[src/rtl/snake_body_update_pkg.sv]
// Shared types and helpers for the snake body writer: directions, coordinates, FSM states.
package snake_body_update_pkg;
  localparam int MAX_LENGTH_DEF = 50;

  typedef enum logic [1:0] {UP = 2'b00, DOWN = 2'b01, LEFT = 2'b10, RIGHT = 2'b11} dir_t;
  typedef logic [7:0] coord_t;  // {x[3:0], y[3:0]}
  typedef enum logic [1:0] {S_IDLE, S_SCAN, S_DEAD} state_t;

  // Encoding pairs opposites so that they differ only in bit 0.
  function automatic dir_t opposite(input dir_t d);
    return dir_t'(d ^ 2'b01);
  endfunction
endpackage

[src/rtl/snake_body_update_if.sv]
// Game-side bus for the snake body writer: move request in, body array and status out.
interface snake_body_update_if
  import snake_body_update_pkg::*;
#(parameter int MAX_LENGTH = MAX_LENGTH_DEF);
  logic                        step;
  logic [1:0]                  dir;
  logic                        grow;
  logic                        restart;
  logic [MAX_LENGTH-1:0][7:0]  body;
  logic [6:0]                  curr_length;
  logic                        busy;
  logic                        dead;
  logic                        moved;

  modport master (output step, dir, grow, restart,
                  input  body, curr_length, busy, dead, moved);
  modport slave  (input  step, dir, grow, restart,
                  output body, curr_length, busy, dead, moved);
endinterface

[src/rtl/snake_body_update_next_head.sv]
// Combinational head advance on the 16x16 grid; flags a move that would leave the grid.
module snake_next_head
  import snake_body_update_pkg::*;
(
  input  coord_t i_head,
  input  dir_t   i_dir,
  output coord_t o_next_head,
  output logic   o_wall_hit
);
  logic [3:0] w_x, w_y, w_nx, w_ny;

  assign w_x = i_head[7:4];
  assign w_y = i_head[3:0];

  always_comb begin
    w_nx       = w_x;
    w_ny       = w_y;
    o_wall_hit = 1'b0;
    unique case (i_dir)
      UP:    begin o_wall_hit = (w_y == 4'h0); w_ny = w_y - 4'd1; end
      DOWN:  begin o_wall_hit = (w_y == 4'hF); w_ny = w_y + 4'd1; end
      LEFT:  begin o_wall_hit = (w_x == 4'h0); w_nx = w_x - 4'd1; end
      RIGHT: begin o_wall_hit = (w_x == 4'hF); w_nx = w_x + 4'd1; end
    endcase
  end

  assign o_next_head = {w_nx, w_ny};
endmodule

[src/rtl/snake_body_update.sv]
// Snake body writer: shifts the body on each step, then scans serially for self-collision.
module snake_body_update
  import snake_body_update_pkg::*;
#(
  parameter int          MAX_LENGTH = MAX_LENGTH_DEF,
  parameter int          INIT_LEN   = 2,
  parameter logic [7:0]  START_POS  = 8'h77
) (
  input  logic               clk,
  input  logic               rst,
  snake_body_update_if.slave bus
);
  localparam int IDX_W = $clog2(MAX_LENGTH);
  typedef logic [MAX_LENGTH-1:0][7:0] body_t;

  // Initial snake trails to the left of the head; unused slots are zero.
  function automatic body_t init_body();
    body_t b;
    b = '0;
    for (int i = 0; i <= INIT_LEN; i++) b[i] = START_POS - {i[3:0], 4'h0};
    return b;
  endfunction

  localparam body_t INIT_BODY = init_body();

  state_t     r_state;
  body_t      r_body;
  logic [6:0] r_len;
  logic [6:0] r_k;
  dir_t       r_dir;
  logic       r_busy, r_dead, r_moved;

  dir_t   w_dir_req, w_eff_dir;
  coord_t w_next_head;
  logic   w_wall, w_hit;

  assign w_dir_req = dir_t'(bus.dir);
  assign w_eff_dir = (w_dir_req == opposite(r_dir)) ? r_dir : w_dir_req;

  snake_next_head u_next_head (
    .i_head      (r_body[0]),
    .i_dir       (w_eff_dir),
    .o_next_head (w_next_head),
    .o_wall_hit  (w_wall)
  );

  // Scan compares the already-shifted body, so chasing the tail is legal.
  assign w_hit = (r_body[r_k[IDX_W-1:0]] == r_body[0]);

  always_ff @(posedge clk or posedge rst) begin
    if (rst) begin
      r_state <= S_IDLE;
      r_body  <= INIT_BODY;
      r_len   <= 7'(INIT_LEN);
      r_k     <= 7'd1;
      r_dir   <= RIGHT;
      r_busy  <= 1'b0;
      r_dead  <= 1'b0;
      r_moved <= 1'b0;
    end else begin
      r_moved <= 1'b0;
      if (bus.restart) begin
        r_state <= S_IDLE;
        r_body  <= INIT_BODY;
        r_len   <= 7'(INIT_LEN);
        r_k     <= 7'd1;
        r_dir   <= RIGHT;
        r_busy  <= 1'b0;
        r_dead  <= 1'b0;
      end else begin
        case (r_state)
          S_IDLE: begin
            if (bus.step) begin
              if (w_wall) begin
                r_state <= S_DEAD;
                r_dead  <= 1'b1;
              end else begin
                r_body <= {r_body[MAX_LENGTH-2:0], w_next_head};
                if (bus.grow && (r_len < 7'(MAX_LENGTH-1))) r_len <= r_len + 7'd1;
                r_dir   <= w_eff_dir;
                r_k     <= 7'd1;
                r_busy  <= 1'b1;
                r_state <= S_SCAN;
              end
            end
          end
          S_SCAN: begin
            if (w_hit) begin
              r_state <= S_DEAD;
              r_busy  <= 1'b0;
              r_dead  <= 1'b1;
            end else if (r_k == r_len) begin
              r_state <= S_IDLE;
              r_busy  <= 1'b0;
              r_moved <= 1'b1;
            end else begin
              r_k <= r_k + 7'd1;
            end
          end
          S_DEAD:  r_dead  <= 1'b1;
          default: r_state <= S_IDLE;
        endcase
      end
    end
  end

  assign bus.body        = r_body;
  assign bus.curr_length = r_len;
  assign bus.busy        = r_busy;
  assign bus.dead        = r_dead;
  assign bus.moved       = r_moved;
endmodule

[src/flat_wrapper.sv]
// flat-port wrapper written by rule: the top's interface ports become plain ports
module snake_body_update_flat import snake_body_update_pkg::*;
#(
  parameter int          MAX_LENGTH = MAX_LENGTH_DEF,
  parameter int          INIT_LEN   = 2,
  parameter logic [7:0]  START_POS  = 8'h77
)
  (clk, rst, bus_step, bus_dir, bus_grow, bus_restart, bus_body, bus_curr_length, bus_busy, bus_dead, bus_moved);
  snake_body_update_if #(.MAX_LENGTH(MAX_LENGTH)) bus_i ();
  input  logic clk;
  input  logic rst;
  input wire logic [$bits(bus_i.step)-1:0] bus_step;
  input wire logic [$bits(bus_i.dir)-1:0] bus_dir;
  input wire logic [$bits(bus_i.grow)-1:0] bus_grow;
  input wire logic [$bits(bus_i.restart)-1:0] bus_restart;
  output wire logic [$bits(bus_i.body)-1:0] bus_body;
  output wire logic [$bits(bus_i.curr_length)-1:0] bus_curr_length;
  output wire logic [$bits(bus_i.busy)-1:0] bus_busy;
  output wire logic [$bits(bus_i.dead)-1:0] bus_dead;
  output wire logic [$bits(bus_i.moved)-1:0] bus_moved;
  assign bus_i.step = bus_step;
  assign bus_i.dir = bus_dir;
  assign bus_i.grow = bus_grow;
  assign bus_i.restart = bus_restart;
  assign bus_body = bus_i.body;
  assign bus_curr_length = bus_i.curr_length;
  assign bus_busy = bus_i.busy;
  assign bus_dead = bus_i.dead;
  assign bus_moved = bus_i.moved;
  snake_body_update #(.MAX_LENGTH(MAX_LENGTH), .INIT_LEN(INIT_LEN), .START_POS(START_POS)) u_core (.clk(clk), .rst(rst), .bus(bus_i));
endmodule
[config.mk]
export PLATFORM = sky130hd
export DESIGN_NAME = snake_body_update_flat
export DESIGN_NICKNAME = d
export VERILOG_FILES = /design/src/rtl/snake_body_update_pkg.sv /design/src/rtl/snake_body_update_if.sv /design/src/rtl/snake_body_update_next_head.sv /design/src/rtl/snake_body_update.sv /design/src/flat_wrapper.sv
export SDC_FILE = /design/constraint.sdc
export NUM_CORES = 1
export LEC_CHECK = 0
export CAP_MARGIN = 15
export CORE_ASPECT_RATIO = 0.8
export CORE_MARGIN = 5
export CORE_UTILIZATION = 45
export CTS_CLUSTER_SIZE = 16
export DETAILED_ROUTE_END_ITERATION = 16
export PLACE_DENSITY = 0.8
export SLEW_MARGIN = 5
export SYNTH_ARGS = -nofsm -noshare
export SYNTH_HDL_FRONTEND = slang
export SYNTH_SLANG_ARGS = --single-unit
[constraint.sdc]
create_clock -name clk -period 26.4 [get_ports clk]
set_input_delay 3.96 -clock clk [delete_from_list [all_inputs] [get_ports clk]]
set_output_delay 3.96 -clock clk [all_outputs]
set_load 0.05 [all_outputs]
==> impl_metrics.yaml, run 1 <==
clock_tree:
  path_clk_slew_ns: 0.06
  cts.path.max_buffers: 3
  cts_root_buf: "clkbuf_16"
  cts_tree: "done"
  clock_latency_ns: 0.56
  post_cts_resized: 0
  ctsHoldBuffers: 0
  postCtsSetupBuffers: 0
  ctsHtreeMaxLevel: 2
  clock_sinks: 421
  cts_buffers: 44
die:
  dieHeight_um: 203
  die_w_um: 251
  rows: 70
  die-area_um2: 51100
  io_pins: 417
  core-area_um2: 45900
  start_util: 0.457
setup_path:
  cp_top_family: "buffers and inverters"
  r2r_setup_slack_ns: 21.20
  cp_slowest_cell: "buf_4"
  crit_path_frequent_cell: "buf_4"
  reg2reg_from: "u_core.r_k[0]"
  crit_chain: "clkdlybuf4s50_1 > xor2_1 > mux2i_1 > mux4_2 > and3_4 > buf_4 > buf_4 > nand2_1 > a21oi_1"
  worstSetupStartpointType: "primary input"
  worst_path_largest_cell_delay_ns: 0.87
  endpoint_kind: "flip-flop"
  crit_buf_inv: 3
  worst_ep_arrival_time_ns: 8.32
  r2r_cells: 10
  rr_endpoint: "u_core.r_k[1]"
  cp_max_fo: 103
  path_class: "in -> reg"
  cp.required_ns: 26.86
finish:
  finalInstanceArea_um2: 26700
  seq_area_um2: 10600
  multi_input_area_um2: 9460
  synthToLayoutAreaGrowth_pct: 27.4
  layout-drive-gt1-share: 0.0841
  fin_util: 0.582
  nets: 2540
  fillers: 3813
  fin_cells: 3172
synth:
  seq_area_frac_synth: 0.503
  ys_top_cells_by_count: "824 x nand2_1, 403 x a21oi_1, 401 x dfrtp_1, 122 x clkbuf_1, 63 x mux4_2"
  ys_async_sr_fraction: 1.00
  synth_top_area_frac: 0.478
  synth.distinct_cells: 75
  syn_nets: 2241
  synth_most_common_cell: "nand2_1"
  synthFlopType: "dfrtp_1"
  synth_area_leaders: "dfrtp_1 48%, nand2_1 15%, a21oi_1 9.6%"
  synth_edf_count: 0
  avgSynthCellArea_um2: 9.44
  netlist_instances: 2223
  synth_area_um2: 21000
  yosysWarnings: 0
  ys_seq_elements: 421
  yosysTopAreaCell: "dfrtp_1"
sta:
  tightest_slew_ns: 1.29
  setup_violations: 0
  maxSlewHeadroom: 0.141
  fmax_ghz: 0.127
  hold_ws_ns: 0.514
  hold_viol: 0
  period_share: 0.298
  fin_worst_skew_ns: 0.0120
  tns_ns: 0
  layout_min_cycle_time_ns: 7.86
  drv_slew: 0
  rsz0062_at_grt: "false"
global_routing:
  grt_antenna_before_repair: 1
  grt_pass1_wl_um: 115000
  track_usage: 0.287
  grt_pass1_vias: 17800
  grt_max_degree: 247
  grt-ovfl-total: 0
power_and_ir_drop:
  powerDensity_nw_per_um2: 68.4
  ir_drop_uv: 59.3
  leakage_uw: 0.0106
flow_run:
  maxCapViolCount: 0
worst_hold_path:
  holdPathEnd: "u_core.bus.body[13]"
  holdPathStages: 2
  min_from: "u_core.bus.body[13]"
  hold_class: "reg -> reg"
route:
  routed_wl_um: 75800
  wl_per_cell_um: 23.9
  vias: 18700
  dr.pass1.iters: 5
  final_antenna_net_count: 0
  drc: 0
  viasPerCell: 5.90
  first_iter_violations: 2482
placed_design:
  dp_cells: 3088
  place_congestion: 0.880
  port_buffers: 416
  post_dp_cell_area_um2: 25200
  dp_hpwl_um: 52500
run_status:
  status: "completed"
[worst reg2reg max path, delay by kind of cell, from the launching register on]
family,cells,cell delay [ns]
mux,2,1.10
compound gates,2,0.63
buf+inv,1,0.74
flops,1,1.16
simple gates,5,1.51
[how the worst max path moves through the flow]
| stage | from | to | cells after the start |
|---|---|---|---|
| 2_1_floorplan | rst | u_core.bus.body[100] | 1 |
| 3_5_place_dp | bus_dir[1] | u_core.bus.body[223] | 9 |
| 4_1_cts | bus_dir[1] | u_core.bus.body[119] | 9 |
| 5_1_grt | bus_dir[1] | u_core.bus.body[190] | 9 |
| 6_report | bus_dir[1] | u_core.bus.body[181] | 9 |
| 3_3_place_gp | bus_dir[1] | u_core.bus.body[100] | 9 |
[per-stage QoR]
step / setup slack [ns] / power, µW
final: 18.54 / 1830
after global routing: 18.35 / 1890
after CTS: 18.68 / 1830
after detailed placement: 18.10 / 1180
after global placement: 18.29 / 1170
after floorplan: 10.75 / 1080
[final cells by class]
type                       instances  share of cell area
clock buffer                      68              0.0499
timing repair buffer             434               0.162
sequential                       421               0.396
antenna                            2            0.000187
clock inverter                    14             0.00698
inverter                          16             0.00253
multi-input combinational       1605               0.354
tap                              612              0.0287
[where the power goes]
part	internal (µW)	total [µW]	switching [µW]	leakage [µW]
logic	119	457	338	0.00406
clock network	388	655	267	0.000744
registers	668	715	47.1	0.00580
[placed cells by master (no fill, tap or decap), types with 13 or more instances in the layout]
cell,synthesis,routed
clkbuf_16,0,46
dfrtp_1,401,398
mux4_2,63,63
nand2_1,824,824
inv_1,15,14
mux2i_1,44,44
dfstp_2,20,19
o221ai_1,13,13
mux4_1,16,16
a21oi_1,403,403
buf_4,8,16
mux2_2,18,18
nor2_1,24,24
xor2_1,15,15
clkdlybuf4s50_1,0,415
[state kept, by name (all words and copies together), names as in the netlist]
name,count
u_core.r_dir,2
u_core.r_k,7
u_core.bus.dead,1
u_core.bus.moved,1
u_core.bus.busy,1
u_core.bus.body,400
u_core.r_state,2
u_core.bus.curr_length,7
[kinds of logic after synthesis]
kind of cell,after synthesis,synth area share
AOI/OAI and AO/OA,490,0.131
xor gates and xnor gates,25,0.0104
adders and majority gates,11,0.00728
buffers and inverters,197,0.0465
DFF,421,0.503
muxes,142,0.119
and+or+nand+nor,937,0.183
[layer usage]
| layer | part of all wire | vias up | track usage |
|---|---|---|---|
| met4 | 0.026 | 0 | 0.0733 |
| met2 | 0.46 | 923 | 0.443 |
| met5 | 0 | - | 0 |
| met3 | 0.091 | 119 | 0.0708 |
| li1 | - | 8195 | - |
| met1 | 0.42 | 9491 | 0.412 |
Note: power is estimated with default switching activity, not from simulation.
==> run 2: changes to the inputs <==
clock period = 7.66 ns   (was 26.4 ns; I/O delays follow)
==> run 2 against run 1 <==
  * Design area down 0.16%
  * Clock power rose to 3.3 times the previous value
  * First-iteration DRC count up 1.9%
  * Sequential power rose to 3.4 times the previous value
  * Power rose to 3.4 times the previous value
  * Combinational power rose to 3.5 times the previous value
  * Critical path depth up 1
  * Core utilization down 0.093 points
  * Flip-flop and latch count unchanged
  * Largest cell class unchanged
==> impl_metrics.yaml, run 2 (synthesis results as in run 1) <==
run_status:
  status: "completed"
worst_hold_path:
  hold_class: "reg -> reg"
  min_from: "u_core.r_dir[0]"
finish:
  fillers: 3801
  layout-drive-gt1-share: 0.0834
  fin_util: 0.581
  nets: 2543
  seq_area_um2: 10600
  fin_cells: 3167
  insertedDiodeCount: 0
  largest_reg_flops: 400
  layout_common_cells: "824 x nand2_1, 415 x clkdlybuf4s50_1, 403 x a21oi_1"
  multi_input_area_um2: 9460
  synthToLayoutAreaGrowth_pct: 27.2
  final_common_cell: "nand2_1"
sta:
  rsz0062_at_grt: "false"
  drv_slew: 0
  setup_violations: 0
  period_share: 0.635
  fin_worst_skew_ns: 0.0180
  layout_min_cycle_time_ns: 4.86
  fmax_ghz: 0.206
  hold_viol: 0
  maxSlewHeadroom: 0.320
  tns_ns: 0
  tightest_slew_ns: 1.02
setup_path:
  endpoint_kind: "flip-flop"
  reg2reg_from: "u_core.r_k[0]"
  r2r_setup_slack_ns: 2.80
  crit_chain: "buf_4 > mux4_2 > and2_1 > a211oi_1 > nor3_1 > and4bb_1 > o32ai_2 > nor4_4 > mux2_2 > nand2_1"
  startpoint: "u_core.r_k[0]"
  worstSetupEndpoint: "u_core.r_k[1]"
  cp_max_fo: 42
  cp_slowest_cell: "dfstp_4"
  rr_endpoint: "u_core.r_k[1]"
  worst_ep_arrival_time_ns: 5.36
  cp.required_ns: 8.16
  crit_buf_inv: 1
  r2r_cells: 10
  cp.depth: 10
  path_class: "reg -> reg"
  cp_top_family: "simple AND/OR/NAND/NOR gates"
  worstSetupStartpointType: "flip-flop"
  worst_path_largest_cell_delay_ns: 1.10
clock_tree:
  postCtsSetupBuffers: 0
  cts_buffers: 45
  cts_root_buf: "clkbuf_16"
  clock_sinks: 421
  ctsHtreeMaxLevel: 2
  post_cts_resized: 0
  clock_latency_ns: 0.58
  ctsHoldBuffers: 0
  cts_tree: "done"
  cts.path.max_buffers: 3
  path_clk_slew_ns: 0.06
power_and_ir_drop:
  p_sw_frac: 0.364
  p_comb_frac: 0.260
  p_sw_uw: 2260
  clock_power_share: 0.344
  internal_power_uw: 3950
  ir_drop_uv: 227
  leakage_uw: 0.0106
  power_frac_seq: 0.396
  powerDensity_nw_per_um2: 233
flow_run:
  maxCapViolCount: 0
global_routing:
  grt_pass1_vias: 18100
  track_usage: 0.289
  grt-ovfl-total: 0
  grt_max_degree: 192
  grt_antenna_before_repair: 0
  grt_pass1_wl_um: 115000
die:
  core-area_um2: 45900
  die-area_um2: 51100
  dieHeight_um: 203
  start_util: 0.457
  die_w_um: 251
  rows: 70
  io_pins: 417
placed_design:
  port_buffers: 416
  place_congestion: 0.874
  dp_cells: 3090
  dp_hpwl_um: 52800
route:
  final_antenna_net_count: 0
  first_iter_violations: 2530
  vias: 18800
  viasPerCell: 5.94
  dr.pass1.iters: 7
  routed_wl_um: 76100
  wl_per_cell_um: 24.0
  drc: 0
[run 2: worst min-delay path by stage]
stage / end / slack (ns) / depth (start not counted)
finish: u_core.r_dir[0] / 0.50 / 2
global route: u_core.r_dir[0] / 0.53 / 2
CTS: u_core.r_dir[0] / 0.50 / 2
detailed placement: u_core.r_dir[0] / 0.49 / 2
global placement: u_core.bus.body[16] / 0.49 / 2
floorplan: u_core.r_dir[0] / 0.48 / 2
[run 2: routing by layer]
layer | wire, µm | track usage
met3 | 7530 | 0.0660
met2 | 34700 | 0.436
met4 | 2550 | 0.0910
met1 | 31400 | 0.419
met5 | 0 | 0
[run 2: cell type report]
type                    instances  share of cell area
flip-flops and latches        421               0.396
multi-input cells            1605               0.355
repair buffers                436               0.165
clock buffers                  66              0.0489
well taps                     612              0.0287
clock inverters                11             0.00389
inverters                      16             0.00239
[run 2: through the flow]
stage	total power, µW	hold WS, ns	setup slack, ns	instance area [µm²]
after CTS	6220	0.503	2.86	26700
after detailed placement	4090	0.494	2.49	25300
final	6200	0.501	2.80	26700
after global placement	4050	0.489	2.69	25300
after global routing	6440	0.527	2.60	26700
after floorplan	3710	0.482	0.848	21000
[run 2: power groups by stage]
stage                     clock network [µW]  registers, µW  logic (µW)
after floorplan                            0           2560        1150
after global placement                     0           2490        1570
after detailed placement                   0           2490        1600
after CTS                               2160           2450        1600
after global routing                    2250           2460        1730
final                                   2130           2460        1610
[run 2: worst register-to-register path, cell delays in order, from the launching register on]
cell and delay (ns):
dfstp_4 1.10, buf_4 0.60, mux4_2 0.63, and2_1 0.18, a211oi_1 0.40, nor3_1 0.11
and4bb_1 0.30, o32ai_2 0.11, nor4_4 0.90, mux2_2 0.42, nand2_1 0.06
